<file path="src/rtl/print_log_buffer.sv">
// print_log_buffer: buffers print-store bytes in a FIFO and drains them into a log memory write port
// Ports: clk_i/rst_i clock and synchronous active-high reset; req_i/wdata_i print strobe and byte;
//        clear_i restarts the log; mem_req_o/mem_addr_o/mem_wdata_o/mem_wait_i log memory write port
//        with waitrequest; full_o FIFO full; done_o log capacity reached; count_o bytes committed;
//        drop_cnt_o saturating count of discarded bytes
module print_log_buffer #(
  parameter int DEPTH       = 8,
  parameter int LOG_ENTRIES = 800,
  parameter int ADDR_W      = 32
) (
  input  logic              clk_i,
  input  logic              rst_i,
  input  logic              req_i,
  input  logic [7:0]        wdata_i,
  input  logic              clear_i,
  output logic              mem_req_o,
  output logic [ADDR_W-1:0] mem_addr_o,
  output logic [7:0]        mem_wdata_o,
  input  logic              mem_wait_i,
  output logic              full_o,
  output logic              done_o,
  output logic [ADDR_W-1:0] count_o,
  output logic [15:0]       drop_cnt_o
);
  localparam int PW = $clog2(DEPTH);
  localparam logic [1:0] S_IDLE = 2'd0, S_WRITE = 2'd1, S_DONE = 2'd2;
  localparam logic [ADDR_W-1:0] LOG_MAX = ADDR_W'(LOG_ENTRIES);
  localparam logic [PW:0] OCC_FULL = (PW+1)'(DEPTH);
  logic [7:0]        r_fifo [DEPTH];
  logic [PW-1:0]     r_wr, r_rd;
  logic [PW:0]       r_occ;
  logic [1:0]        r_state;
  logic              r_clr_pend;
  logic              r_mem_req;
  logic [ADDR_W-1:0] r_mem_addr, r_count;
  logic [7:0]        r_mem_wdata;
  logic [15:0]       r_drop;
  logic              w_full, w_empty, w_in_done, w_cmpl, w_clr, w_push, w_drop, w_start, w_to_done, w_flush;
  logic [ADDR_W-1:0] w_cnt_inc;
  assign w_full    = r_occ == OCC_FULL;
  assign w_empty   = r_occ == '0;
  assign w_in_done = r_state == S_DONE;
  assign w_cmpl    = r_state == S_WRITE && !mem_wait_i;
  // a clear seen during WRITE waits for the transfer to complete so the in-flight byte still lands
  assign w_clr     = (clear_i && r_state != S_WRITE) || (w_cmpl && (r_clr_pend || clear_i));
  assign w_push    = req_i && !w_full && !w_in_done && !w_clr;
  assign w_drop    = req_i && (w_full || w_in_done) && !w_clr;
  assign w_cnt_inc = r_count + 1'b1;
  assign w_start   = r_state == S_IDLE && !w_clr && !w_empty && r_count < LOG_MAX;
  assign w_to_done = !w_clr && ((w_cmpl && w_cnt_inc == LOG_MAX) || (r_state == S_IDLE && r_count == LOG_MAX));
  // entering DONE discards whatever is still queued, including a push on that same edge
  assign w_flush   = w_clr || w_to_done;
  always_ff @(posedge clk_i) if (w_push) r_fifo[r_wr] <= wdata_i;
  always_ff @(posedge clk_i) begin
    if (rst_i) begin
      r_wr        <= '0;
      r_rd        <= '0;
      r_occ       <= '0;
      r_state     <= S_IDLE;
      r_clr_pend  <= 1'b0;
      r_mem_req   <= 1'b0;
      r_mem_addr  <= '0;
      r_mem_wdata <= '0;
      r_count     <= '0;
      r_drop      <= '0;
    end else begin
      r_wr        <= w_flush ? '0 : r_wr + PW'(w_push);
      r_rd        <= w_flush ? '0 : r_rd + PW'(w_cmpl);
      r_occ       <= w_flush ? '0 : r_occ + (PW+1)'(w_push) - (PW+1)'(w_cmpl);
      r_state     <= w_clr ? S_IDLE : w_to_done ? S_DONE : w_start ? S_WRITE : w_cmpl ? S_IDLE : r_state;
      r_clr_pend  <= r_state == S_WRITE && !w_cmpl && (r_clr_pend || clear_i);
      r_mem_req   <= w_start || (r_mem_req && !w_cmpl);
      r_mem_addr  <= w_start ? r_count : w_cmpl ? '0 : r_mem_addr;
      r_mem_wdata <= w_start ? r_fifo[r_rd] : w_cmpl ? '0 : r_mem_wdata;
      r_count     <= w_clr ? '0 : w_cmpl ? w_cnt_inc : r_count;
      r_drop      <= w_clr ? '0 : (w_drop && r_drop != 16'hFFFF) ? r_drop + 1'b1 : r_drop;
    end
  end
  assign mem_req_o   = r_mem_req;
  assign mem_addr_o  = r_mem_addr;
  assign mem_wdata_o = r_mem_wdata;
  assign full_o      = w_full;
  assign done_o      = w_in_done;
  assign count_o     = r_count;
  assign drop_cnt_o  = r_drop;
endmodule

</file>
<file path="config.mk">
export PLATFORM = sky130hd
export DESIGN_NAME = print_log_buffer
export DESIGN_NICKNAME = d
export VERILOG_FILES = /design/src/rtl/print_log_buffer.sv
export SDC_FILE = /design/constraint.sdc
export NUM_CORES = 1
export LEC_CHECK = 0
export CAP_MARGIN = 10
export CORE_MARGIN = 5
export CORE_UTILIZATION = 40
export CTS_CLUSTER_SIZE = 28
export DETAILED_ROUTE_END_ITERATION = 16
export DONT_BUFFER_PORTS = 1
export SETUP_SLACK_MARGIN = 0.1
export SLEW_MARGIN = 20
export SYNTH_ARGS = -nofsm -noshare
export SYNTH_HDL_FRONTEND = slang
export SYNTH_SLANG_ARGS = --single-unit
export TNS_END_PERCENT = 30
</file>
<file path="constraint.sdc">
create_clock -name clk_i -period 2.35 [get_ports clk_i]
set_input_delay 0.235 -clock clk_i [delete_from_list [all_inputs] [get_ports clk_i]]
set_output_delay 0.235 -clock clk_i [all_outputs]
set_load 0.03 [all_outputs]
</file>
# ---- Word-level counts from Yosys, hierarchy flattened
# Memory sizes are Yosys's and may differ from the RTL's. A register that Yosys moved wholly into a read port is not among the register bits.
# Index checks and enable logic that the tools add are counted.
dict set report classes {
  order_cmp 1
  eq_ne 7
  reduce_logical 37
  mux 10
  add_sub_neg 6
}
# operator n
set op_table {}
lappend op_table {{equality test 32 x 10 -> 1 bit (second input constant)} 2}
lappend op_table {{two-way mux 32 bit} 2}
lappend op_table {{adder 32 x 1 -> 32 bit (second input constant)} 1}
lappend op_table {{< comparator 32 x 10 -> 1 bit (second input constant)} 1}
lappend op_table {{logical AND 1 bit} 18}
lappend op_table {{adder 16 x 1 -> 16 bit (second input constant)} 1}
lappend op_table {{two-way mux 8 bit} 2}
lappend op_table {{!= test 16 bit (second input constant)} 1}
lappend op_table {{adder 3 x 1 -> 3 bit} 2}
lappend op_table {{logical NOT 1 bit} 6}
lappend op_table {{logical OR 1 bit} 6}
lappend op_table {{two-way mux 2 bit} 3}
lappend op_table {{adder 4 x 1 -> 4 bit} 1}
lappend op_table {{equality test 4 bit (second input constant)} 1}
lappend op_table {{logical NOT 4 bit} 1}
lappend op_table {{OR reduction 2 bit} 2}
lappend op_table {{subtractor 4 x 1 -> 4 bit} 1}
lappend op_table {{two-way mux 3 bit} 1}
lappend op_table {{nonzero test 3 bit} 1}
lappend op_table {{OR reduction 3 bit} 1}
lappend op_table {{equality test 2 x 1 -> 1 bit (second input constant)} 1}
lappend op_table {{equality test 2 bit (second input constant)} 1}
lappend op_table {{logical NOT 2 bit} 1}
lappend op_table {{two-way mux 1 bit} 2}
lappend op_table {{2 further kinds} 2}
dict set report totals {
  mem_count 1
  reg_bits 102
  output_inout_bits 91
  mem_bits_rw 64
}
# memory words word_bits rd rd_ports_with_merged_regs wr line_no
set memory_table {}
lappend memory_table {r_fifo 8 8 1 1 1 29} ;# logic [7:0] r_fifo [DEPTH];

# ---- Logic depth before layout (Yosys ltp)
# Gate-level depths: netlist of the first run.
dict set report logic_depth {
  depth_word 10
  mapped_depth 12
  depth_no_buf 12
}

# ---- Worst setup path after synthesis of the first run
# No wires, ideal clock.
dict set report synth_path {
  path_type {reg2reg}
  start {reg r_count[7], in the netlist count_o[7]}
  end {reg r_occ[0]}
  setup_time_ps 115
  t_arrival_ps 2585
  slack_ps -350
  path_stages_with_launch 10
  period_less_slack_ps 2700
  cell_sequence {dfxtp_1 > buf_4 > nand3_4 > or4_4 > buf_6 > o31ai_4 > nand4_2 > a2111oi_4 > a31oi_4 > and2_1}
}
dict set report synth_via {
  elab_chain_len 7
  elab_cells_between_ends 9
  classes_between {1 x add/sub; 2 x eq/ne; 6 x reduce/logical}
}
# item line_no
set synth_lines {}
lappend synth_lines {{from (decl)} 35} ;# logic [ADDR_W-1:0] r_mem_addr, r_count;
lappend synth_lines {{from (signal assigned)} 75} ;# r_count <= w_clr ? '0 : w_cmpl ? w_cnt_inc : r_count;
lappend synth_lines {{adder 32 x 1 -> 32 bit} 48} ;# assign w_cnt_inc = r_count + 1'b1;
lappend synth_lines {{equality test 32 x 10 -> 1 bit} 50} ;# assign w_to_done = !w_clr && ((w_cmpl && w_cnt_inc == LOG_MAX) || (r_state == S_IDLE && r_count == LOG_MAX));
lappend synth_lines {{logical AND 1 bit} 50}
lappend synth_lines {{logical OR 1 bit *} 50}
lappend synth_lines {{logical AND 1 bit *} 50}
lappend synth_lines {{logical OR 1 bit *} 52} ;# assign w_flush = w_clr || w_to_done;
lappend synth_lines {{OR reduction 2 bit (no source line) *} -}
lappend synth_lines {{to (signal assigned)} 69} ;# r_occ <= w_flush ? '0 : r_occ + (PW+1)'(w_push) - (PW+1)'(w_cmpl);
lappend synth_lines {{to (decl)} 31} ;# logic [PW:0] r_occ;
# Every way passes the cells marked *; elsewhere a longest branch is shown, timed or not.
# A chain may end at the register's enable or synchronous reset.

# ---- Worst setup path in the final report of the first run
dict set report layout_path {
  start {reg r_count[9], in the netlist count_o[9]}
  end {reg r_occ[1]}
}
# The elaborated chain is that of the path after synthesis.

==> impl_metrics.json, run 1 <==
{
  "final_area_sq_mm": 0.00919,
  "rrSetupSlack_ns": -0.05,
  "grt_max_degree": 50,
  "synthFlopType": "dfxtp_1",
  "place_congestion": 0.923,
  "synth_area_leaders": "dfxtp_1, edfxtp_1, mux4_2",
  "regArea_sq_mm": 0.00400,
  "power_frac_clock": 0.462,
  "viasPerCell": 5.31,
  "cp.required_ns": 2.71,
  "routed-wl-met2_mm": 9.62,
  "avgSynthCellArea_sq_um": 11.0,
  "critPathMaxStageDelay_ns": 0.61,
  "max-cap-violations": 0,
  "timing.final.crit_share": 1.02,
  "routedWlPerCell_microns": 18.4,
  "clkSlewWorstSetupHoldPaths_ns": 0.07,
  "failed_checks": "negative setup slack",
  "setup_ws_ns": -0.0489,
  "seq_power_share": 0.510,
  "final_cell_mix": "buf_4, nor2_1, dfxtp_1",
  "async_reset_ff_frac": 0,
  "combPwrFrac": 0.028,
  "crit_path_end_kind": "flop",
  "highest_layer": "met4",
  "ioPinCount": 104,
  "path_class": "reg -> reg",
  "dr.pass1.iters": 4,
  "clk_latency_ns": 0.42,
  "multi_input_area_sq_mm": 0.00323,
  "fin_setup_tns_ns": -0.405,
  "drcViolationCount": 0,
  "ys_types": 60,
  "vdd_ir_drop_max_mv": 0.508,
  "p_sw_frac": 0.215,
  "yosys.area.top_type": "dfxtp_1",
  "start_util": 0.406,
  "crit_path_cell_trace": "nand3_4 -> or4_4 -> or4_4 -> nand4_4 -> a2111oi_4 -> buf_4 -> a31oi_4 -> nor2b_4",
  "power.switching_mw": 1.27,
  "cp.arrival_ns": 2.76,
  "slew_violations": 0,
  "timing.final.crit_period_ns": 2.40,
  "dieArea_sq_mm": 0.0210,
  "place_area_sq_mm": 0.00822,
  "cts_num_sinks": 166,
  "ys_seq_elements": 166,
  "slowest_stage": "or4_4",
  "drive_gt1_frac": 0.282,
  "grt_pass1_vias": 5450,
  "fillers": 1572,
  "wl_met1_mm": 7.50,
  "synth_edf_count": 64,
  "core-area_sq_mm": 0.0180,
  "p_total_mw": 5.91,
  "grt-ovfl-total": 0,
  "fp.dieW_microns": 145,
  "ys_seq_area_frac": 0.544,
  "setup_violations": 11,
  "layout.nets": 793,
  "syn_inst": 660,
  "clockBufferDepth": 2,
  "grt_pass1_wl_mm": 29.2,
  "outcome": "finished with violations",
  "hold_class": "in -> reg",
  "met3_length_microns": 983,
  "cp_common_cell": "or4_4",
  "synth_nets": 687,
  "hold_violations": 0,
  "fin_util": 0.511,
  "syn2layout_area_growth_pct": 26.0,
  "critPathLaunchType": "flop",
  "grt_use_total": 0.171,
  "clockRootBuffer": "clkbuf_16",
  "internal-power_mw": 4.64,
  "cts_inserted_buffers": 17,
  "antenna_found_initial": 0,
  "clock_skew_ns": 0.0123,
  "slew_headroom": 0.427,
  "p_leak_nw": 3.34,
  "dr_total_vias": 5351,
  "die_h_microns": 145,
  "rows": 49,
  "synth_top_area_frac": 0.280,
  "synthesis.area_sq_mm": 0.00729,
  "drt_first_iter_violations": 251,
  "num_antenna_cells": 0,
  "io_buffers": 0,
  "crit_fanout": 6,
  "htreeDepth": 4,
  "drt-total-wl_mm": 18.5,
  "clock.fmax_mhz": 417,
  "rsz0062_at_grt": "true",
  "final_common_cell": "buf_4",
  "hpwl_mm": 12.9,
  "tightest_slew_ns": 0.857,
  "ant_nets": 0,
  "yosysWarningCount": 0,
  "power_density_mw_per_mm2": 643,
  "cts_tree": "yes"
}
==> path summary, 6_finish.rpt <==
| check | from | to | cells after the start |
|---|---|---|---|
| min | req_i | drop_cnt_o[12] | 4 |
| max | count_o[9] | r_occ[1] | 8 |
| max reg2reg | count_o[9] | r_occ[1] | 8 |
| min reg2reg | r_clr_pend | r_clr_pend | 2 |
==> cells by family (layout without fill, tap and decap cells) <==
family                   after synthesis  in the layout  share of synthesized area
AO/OA/AOI/OAI                         52             53                     0.0541
AND/OR/NAND/NOR                      287            287                      0.206
XOR/XNOR                              57             57                     0.0685
flip-flops                           166            166                      0.544
adder cells (fa/ha/maj)               14             14                     0.0251
multiplexers                          29             29                     0.0675
buffers and inverters                 55            173                     0.0352
==> metrics by stage <==
stage	setup WS [ns]	hold WS, ns	cells
global route	-0.116	0.109	1008
global placement	0.0204	0.311	949
finish	-0.0489	0.112	1008
CTS	0.0107	0.0919	1002
detailed placement	-0.0397	0.312	949
floorplan	-0.0446	0.334	660
==> power groups by stage <==
stage	sequential [mW]	clock, mW	combinational [mW]
after floorplan	3.08	0	0.0853
after detailed placement	3.08	0	0.125
after global placement	3.08	0	0.122
after CTS	3.02	2.79	0.161
after global routing	3.02	2.92	0.181
final	3.02	2.73	0.163
==> worst max-delay path, delay by kind of cell, from the launching register on <==
kind	cells	cell delay (ns)
simple gates	5	1.57
compound gates	2	0.25
buf+inv	1	0.16
flops	1	0.37
==> cell type report <==
type	count	area share
sequential	166	0.436
multi-input combinational	440	0.352
timing repair buffer	127	0.113
clock buffer	19	0.0471
tap	229	0.0312
clock inverter	13	0.0158
inverter	14	0.00572
==> cell usage after synthesis, types with 2 or more instances <==
cell type	number
ha_1	13
and2_1	33
a21oi_1	18
o2111a_1	2
a311oi_1	3
and3_1	3
or3_1	5
a31oi_1	11
nand2b_1	4
nand4_1	16
inv_1	14
or2_2	5
nand3b_1	2
buf_4	7
o21ai_0	6
nor3_2	2
nand3_1	29
mux2i_1	12
and4_1	5
o2111ai_1	2
xor2_1	32
a21o_1	2
or4_1	5
nand2_1	48
nor3_1	14
buf_6	3
mux4_2	16
xnor2_1	25
clkbuf_1	25
dfxtp_1	102
nor2_1	89
edfxtp_1	64
a2111oi_4	2
buf_1	5
nor4_1	11
==> sequential cells by signal, indices dropped and copies added, names as in the netlist <==
signal       cells
count_o         32
drop_cnt_o      16
mem_addr_o      32
mem_req_o        1
mem_wdata_o      8
r_clr_pend       1
r_fifo          64
r_occ            4
r_rd             3
r_state          2
r_wr             3
==> repair_timing <==
item	in CTS	in global routing
pin swaps	9	13
hold buffers	11	0
cloned	1	1
gates resized for setup	13	16
setup buffers	9	5
endpoints found under the hold margin	84	0
endpoints found under the setup margin	16	57
==> metal layers <==
metal  GRT usage  vias to the layer above
li1            -                     2553
met1       0.208                     2637
met2       0.295                      125
met3      0.0405                       36
met4      0.0654                        0
met5           0                        -
Note: power is estimated with default switching activity, not from simulation.
==> run 2: changes to the inputs <==
--- a/config.mk
+++ b/config.mk
@@ -11,6 +11,7 @@
 export CTS_CLUSTER_SIZE = 28
 export DETAILED_ROUTE_END_ITERATION = 16
 export DONT_BUFFER_PORTS = 1
+export MAX_ROUTING_LAYER = met4
 export SETUP_SLACK_MARGIN = 0.1
 export SLEW_MARGIN = 20
 export SYNTH_ARGS = -nofsm -noshare
==> run 2 against run 1 <==
Effect of this change:
- critical path depth unchanged
- sequential share of layout area unchanged
- via count shrank 0.19%
- largest cell class unchanged
- sequential cell count stayed put
- hold slack worse by 0.0026 ns
- critical endpoint unchanged
- combinational power barely moved
- the flow still finishes with violations (negative setup slack)
==> impl_metrics.json, run 2 (synthesis results as in run 1) <==
{
  "clock_skew_ns": 0.0129,
  "rows": 49,
  "fin_util": 0.511,
  "cts_num_sinks": 166,
  "largest_reg_flops": 64,
  "cp.required_ns": 2.71,
  "place_congestion": 0.940,
  "dr_total_vias": 5341,
  "tightest_slew_ns": 0.838,
  "power_density_mw_per_mm2": 643,
  "grt-busiest-layer": "met2",
  "crit_path_cell_trace": "nand3_4 -> or4_4 -> or4_4 -> nand4_4 -> a2111oi_4 -> buf_4 -> a31oi_4 -> nor2b_4",
  "max-cap-violations": 0,
  "dp_worst_setup_slack_ns": -0.0397,
  "p_total_mw": 5.91,
  "num_antenna_cells": 0,
  "slew_headroom": 0.440,
  "die_h_microns": 145,
  "routedWlPerCell_microns": 18.4,
  "met3_usage": 0.0393,
  "critPathMaxStageDelay_ns": 0.61,
  "viasPerCell": 5.30,
  "clockRootBuffer": "clkbuf_16",
  "worst_hold_path.num_cells": 4,
  "core-area_sq_mm": 0.0180,
  "drive_gt1_frac": 0.282,
  "grt_pass1_wl_mm": 29.2,
  "fin_setup_tns_ns": -0.396,
  "ant_nets": 0,
  "clockBufferDepth": 2,
  "reg2regPathDepth": 8,
  "slowest_stage": "or4_4",
  "ioPinCount": 104,
  "r2r-end": "r_occ[1]",
  "hold_class": "in -> reg",
  "drcViolationCount": 0,
  "outcome": "finished with violations",
  "top_register": "r_fifo",
  "cp_common_cell": "or4_4",
  "cp.arrival_ns": 2.76,
  "worstHoldStart": "req_i",
  "timing.final.crit_period_ns": 2.40,
  "slew_violations": 0,
  "critPathLaunchType": "flop",
  "clk_latency_ns": 0.42,
  "grt-ovfl-total": 0,
  "crit_path_end_kind": "flop",
  "syn2layout_area_growth_pct": 26.0,
  "grt_use_total": 0.177,
  "htreeDepth": 4,
  "endpoint": "r_occ[1]",
  "p_leak_nw": 3.34,
  "grt.met2_usage": 0.295,
  "io_buffers": 0,
  "layout.nets": 793,
  "crit_fanout": 6,
  "rsz0062_at_grt": "true",
  "grt_max_degree": 50,
  "setup_ws_ns": -0.0483,
  "cts_inserted_buffers": 17,
  "drt_first_iter_violations": 271,
  "vdd_ir_drop_max_mv": 0.508,
  "cts_tree": "yes",
  "fp.dieW_microns": 145,
  "path_class": "reg -> reg",
  "start_util": 0.406,
  "timing.final.crit_share": 1.02,
  "drt-total-wl_mm": 18.5,
  "hpwl_mm": 12.9,
  "clkSlewWorstSetupHoldPaths_ns": 0.07,
  "final_cell_mix": "buf_4, nor2_1, dfxtp_1",
  "grt_pass1_vias": 5458,
  "rrSetupSlack_ns": -0.05,
  "grt_use_met1": 0.210,
  "dieArea_sq_mm": 0.0210,
  "failed_checks": "negative setup slack",
  "r2r_start": "count_o[9]",
  "final_common_cell": "buf_4",
  "antenna_found_initial": 0,
  "clock.fmax_mhz": 417,
  "setup_violations": 11,
  "dr.pass1.iters": 4,
  "hold_violations": 0,
  "crit_start": "count_o[9]"
}
[run 2: cell counts in the layout (fill, tap and decap cells not counted)]
Identical to the previous run, type by type.
[run 2: worst min-delay path by stage]
stage / to / slack, ns
CTS: drop_cnt_o[12] / 0.09
finish: drop_cnt_o[12] / 0.11
floorplan: r_fifo[0][0] / 0.33
global placement: mem_req_o / 0.31
detailed placement: mem_req_o / 0.31
global route: drop_cnt_o[12] / 0.11
[run 2: timing repair]
action / in CTS / in global routing
resized for setup: 13 / 16
hold buffers: 11 / 0
endpoints found under the hold margin: 84 / 0
pin swaps: 9 / 13
buffers inserted: 9 / 5
cloned: 1 / 1
endpoints found under the setup margin: 16 / 57
[run 2: final cells by class]
cell class	instances	area (sq um)
repair buffers	127	1040
fillers	1572	8780
well taps	229	287
clock inverters	13	145
flip-flops and latches	166	4000
multi-input cells	440	3230
clock buffers	19	433
inverters	14	52.6
[run 2: power by group]
group	internal, mW	switching [mW]	leakage (nW)	total (mW)
registers	2.99	0.0216	1.41	3.02
logic	0.0631	0.0993	1.65	0.162
clock network	1.58	1.15	0.275	2.73
total	4.64	1.27	3.34	5.91
[run 2: layer usage]
layer	up-vias	wire length, microns
li1	2555	-
met1	2601	7450
met2	150	9610
met3	35	1050
met4	0	398
met5	-	0
[run 2: critical path, delay by kind of cell (launching register included)]
family / cells / cell delay [ns]
and+or+nand+nor: 5 / 1.57
buffers and inverters: 1 / 0.16
AOI/OAI and AO/OA: 2 / 0.25
DFF: 1 / 0.37
[run 2: metrics by stage]
stage	hold slack, ns	area, sq um	instances
3_5_place_dp	0.312	8220	949
2_1_floorplan	0.334	7360	660
5_1_grt	0.109	9190	1008
3_3_place_gp	0.311	8220	949
6_report	0.110	9190	1008
4_1_cts	0.0919	9040	1002
==> run 3: changes to the inputs <==
==> constraint.sdc (replaced) <==
create_clock -name clk_i -period 2.7 [get_ports clk_i]
set_input_delay 0.27 -clock clk_i [delete_from_list [all_inputs] [get_ports clk_i]]
set_output_delay 0.27 -clock clk_i [all_outputs]
set_load 0.03 [all_outputs]
==> run 3 against run 2 <==
Effect of this change:
- the run now ends clean
- first-iteration DRC count grew 29%
- sequential power down 13%
- combinational power decreased by 19%
- via count fell by 3.6%
- design area down 6.1%
- die area is the same
- critical path depth fell by 1
- routed wire length is 5.7% lower
- non-clock buffer count decreased by 49
- sequential share of layout area up 2.6 points
- hold slack worse by 0.076 ns
- critical endpoint is now r_rd[0]
- highest routed layer unchanged
==> impl_metrics.json, run 3 (synthesis results as in run 1) <==
{
  "cp_top_family": "simple AND/OR/NAND/NOR gates",
  "top_register": "r_fifo",
  "worstHoldStart": "mem_wait_i",
  "cp.arrival_ns": 2.81,
  "rrSetupSlack_ns": 0.21,
  "die_h_microns": 145,
  "path_buf_inv": 0,
  "hold_violations": 0,
  "final_common_cell": "dfxtp_1",
  "cts_tree": "yes",
  "clkSlewWorstSetupHoldPaths_ns": 0.07,
  "dp_worst_setup_slack_ns": 0.135,
  "start_util": 0.406,
  "grt_pass1_vias": 5129,
  "vdd_ir_drop_max_mv": 0.474,
  "routedWlPerCell_microns": 18.2,
  "r2r_start": "count_o[5]",
  "grt-ovfl-total": 0,
  "clockRootBuffer": "clkbuf_16",
  "clock_skew_ns": 0.0130,
  "r2r-end": "r_rd[0]",
  "antenna_found_initial": 0,
  "core-area_sq_mm": 0.0180,
  "final_cell_mix": "dfxtp_1, nor2_1, buf_4",
  "hpwl_mm": 12.1,
  "worst_hold_path.num_cells": 2,
  "drive_gt1_frac": 0.214,
  "grt_max_degree": 50,
  "place_congestion": 0.883,
  "fin_setup_tns_ns": 0,
  "timing.final.crit_period_ns": 2.49,
  "timing.final.crit_share": 0.923,
  "ioPinCount": 104,
  "whs_endpoint": "r_clr_pend",
  "dr_total_vias": 5147,
  "rows": 49,
  "critPathLaunchType": "flop",
  "drt_first_iter_violations": 349,
  "grt_pass1_wl_mm": 28.3,
  "p_leak_nw": 3.02,
  "clk_latency_ns": 0.43,
  "power_density_mw_per_mm2": 589,
  "path_class": "reg -> reg",
  "slowest_stage": "or4_4",
  "io_buffers": 0,
  "cts_num_sinks": 166,
  "htreeDepth": 4,
  "drt-total-wl_mm": 17.4,
  "dr.pass1.iters": 5,
  "crit_path_cell_trace": "nand3_4 -> or4_4 -> nor3_2 -> nand3_1 -> a2111oi_4 -> a31oi_4 -> and2_1",
  "slew_headroom": 0.334,
  "viasPerCell": 5.37,
  "fin_util": 0.480,
  "outcome": "finished, final reports clean",
  "reg2regPathDepth": 7,
  "regArea_sq_mm": 0.00398,
  "largest_reg_flops": 64,
  "syn2layout_area_growth_pct": 18.3,
  "clockBufferDepth": 2,
  "rsz0062_at_grt": "true",
  "setup_ws_ns": 0.207,
  "tightest_slew_ns": 0.996,
  "fp.dieW_microns": 145,
  "multi_input_area_sq_mm": 0.00313,
  "hold_class": "in -> reg",
  "slew_violations": 0,
  "max-cap-violations": 0,
  "cts_inserted_buffers": 17,
  "critPathMaxStageDelay_ns": 0.59,
  "dieArea_sq_mm": 0.0210,
  "clock.fmax_mhz": 401,
  "grt_use_total": 0.171,
  "crit_path_end_kind": "flop",
  "ant_nets": 0,
  "crit_fanout": 10,
  "fillers": 1634,
  "drcViolationCount": 0,
  "cp.required_ns": 3.02,
  "layout.nets": 744,
  "setup_violations": 0,
  "num_antenna_cells": 0
}
[run 3: how the worst max path moves through the flow]
stage / slack [ns] / to / depth (start not counted) / start
6_report: 0.21 / r_rd[0] / 7 / count_o[5]
5_1_grt: 0.08 / r_rd[1] / 7 / count_o[9]
4_1_cts: 0.12 / r_rd[0] / 7 / count_o[3]
3_5_place_dp: 0.14 / r_wr[0] / 7 / count_o[3]
3_3_place_gp: 0.19 / r_rd[0] / 7 / count_o[3]
2_1_floorplan: 0.10 / r_occ[0] / 9 / count_o[2]
[run 3: power by group]
part           switching (mW)  total [mW]  leakage, nW  internal, mW
clock                    1.05        2.32        0.282          1.26
combinational          0.0850       0.131         1.33        0.0461
sequential             0.0181        2.63         1.41          2.61
[run 3: layout make-up]
| type | instances | area share |
|---|---|---|
| repair buffers | 78 | 0.0708 |
| well taps | 229 | 0.0332 |
| flip-flops and latches | 166 | 0.461 |
| inverters | 14 | 0.00609 |
| clock buffers | 19 | 0.0526 |
| multi-input cells | 440 | 0.363 |
| clock inverters | 13 | 0.0126 |
[run 3: routing by layer]
layer  share of wire  vias to the layer above  GRT usage
met1            0.43                     2542      0.204
li1                -                     2456          -
met2            0.51                      128      0.280
met5               0                        -          -
met4           0.014                        0     0.0565
met3           0.052                       21     0.0474
[run 3: what timing repair did]
action | 4_1_cts | 5_1_grt
hold buffers | 10 | 0
resized for setup | 0 | 9
setup buffers | 0 | 2
hold endpoints to repair | 84 | 0
setup endpoints to repair | 0 | 13
[run 3: per-stage QoR]
| step | instance area [sq um] | hold slack [ns] | std cells | power, mW |
|---|---|---|---|---|
| global route | 8630 | 0.0301 | 959 | 5.28 |
| CTS | 8550 | 0.00410 | 956 | 5.15 |
| global placement | 7890 | 0.345 | 914 | 2.79 |
| floorplan | 7300 | 0.369 | 660 | 2.76 |
| detailed placement | 7890 | 0.346 | 914 | 2.79 |
| finish | 8630 | 0.0342 | 959 | 5.08 |
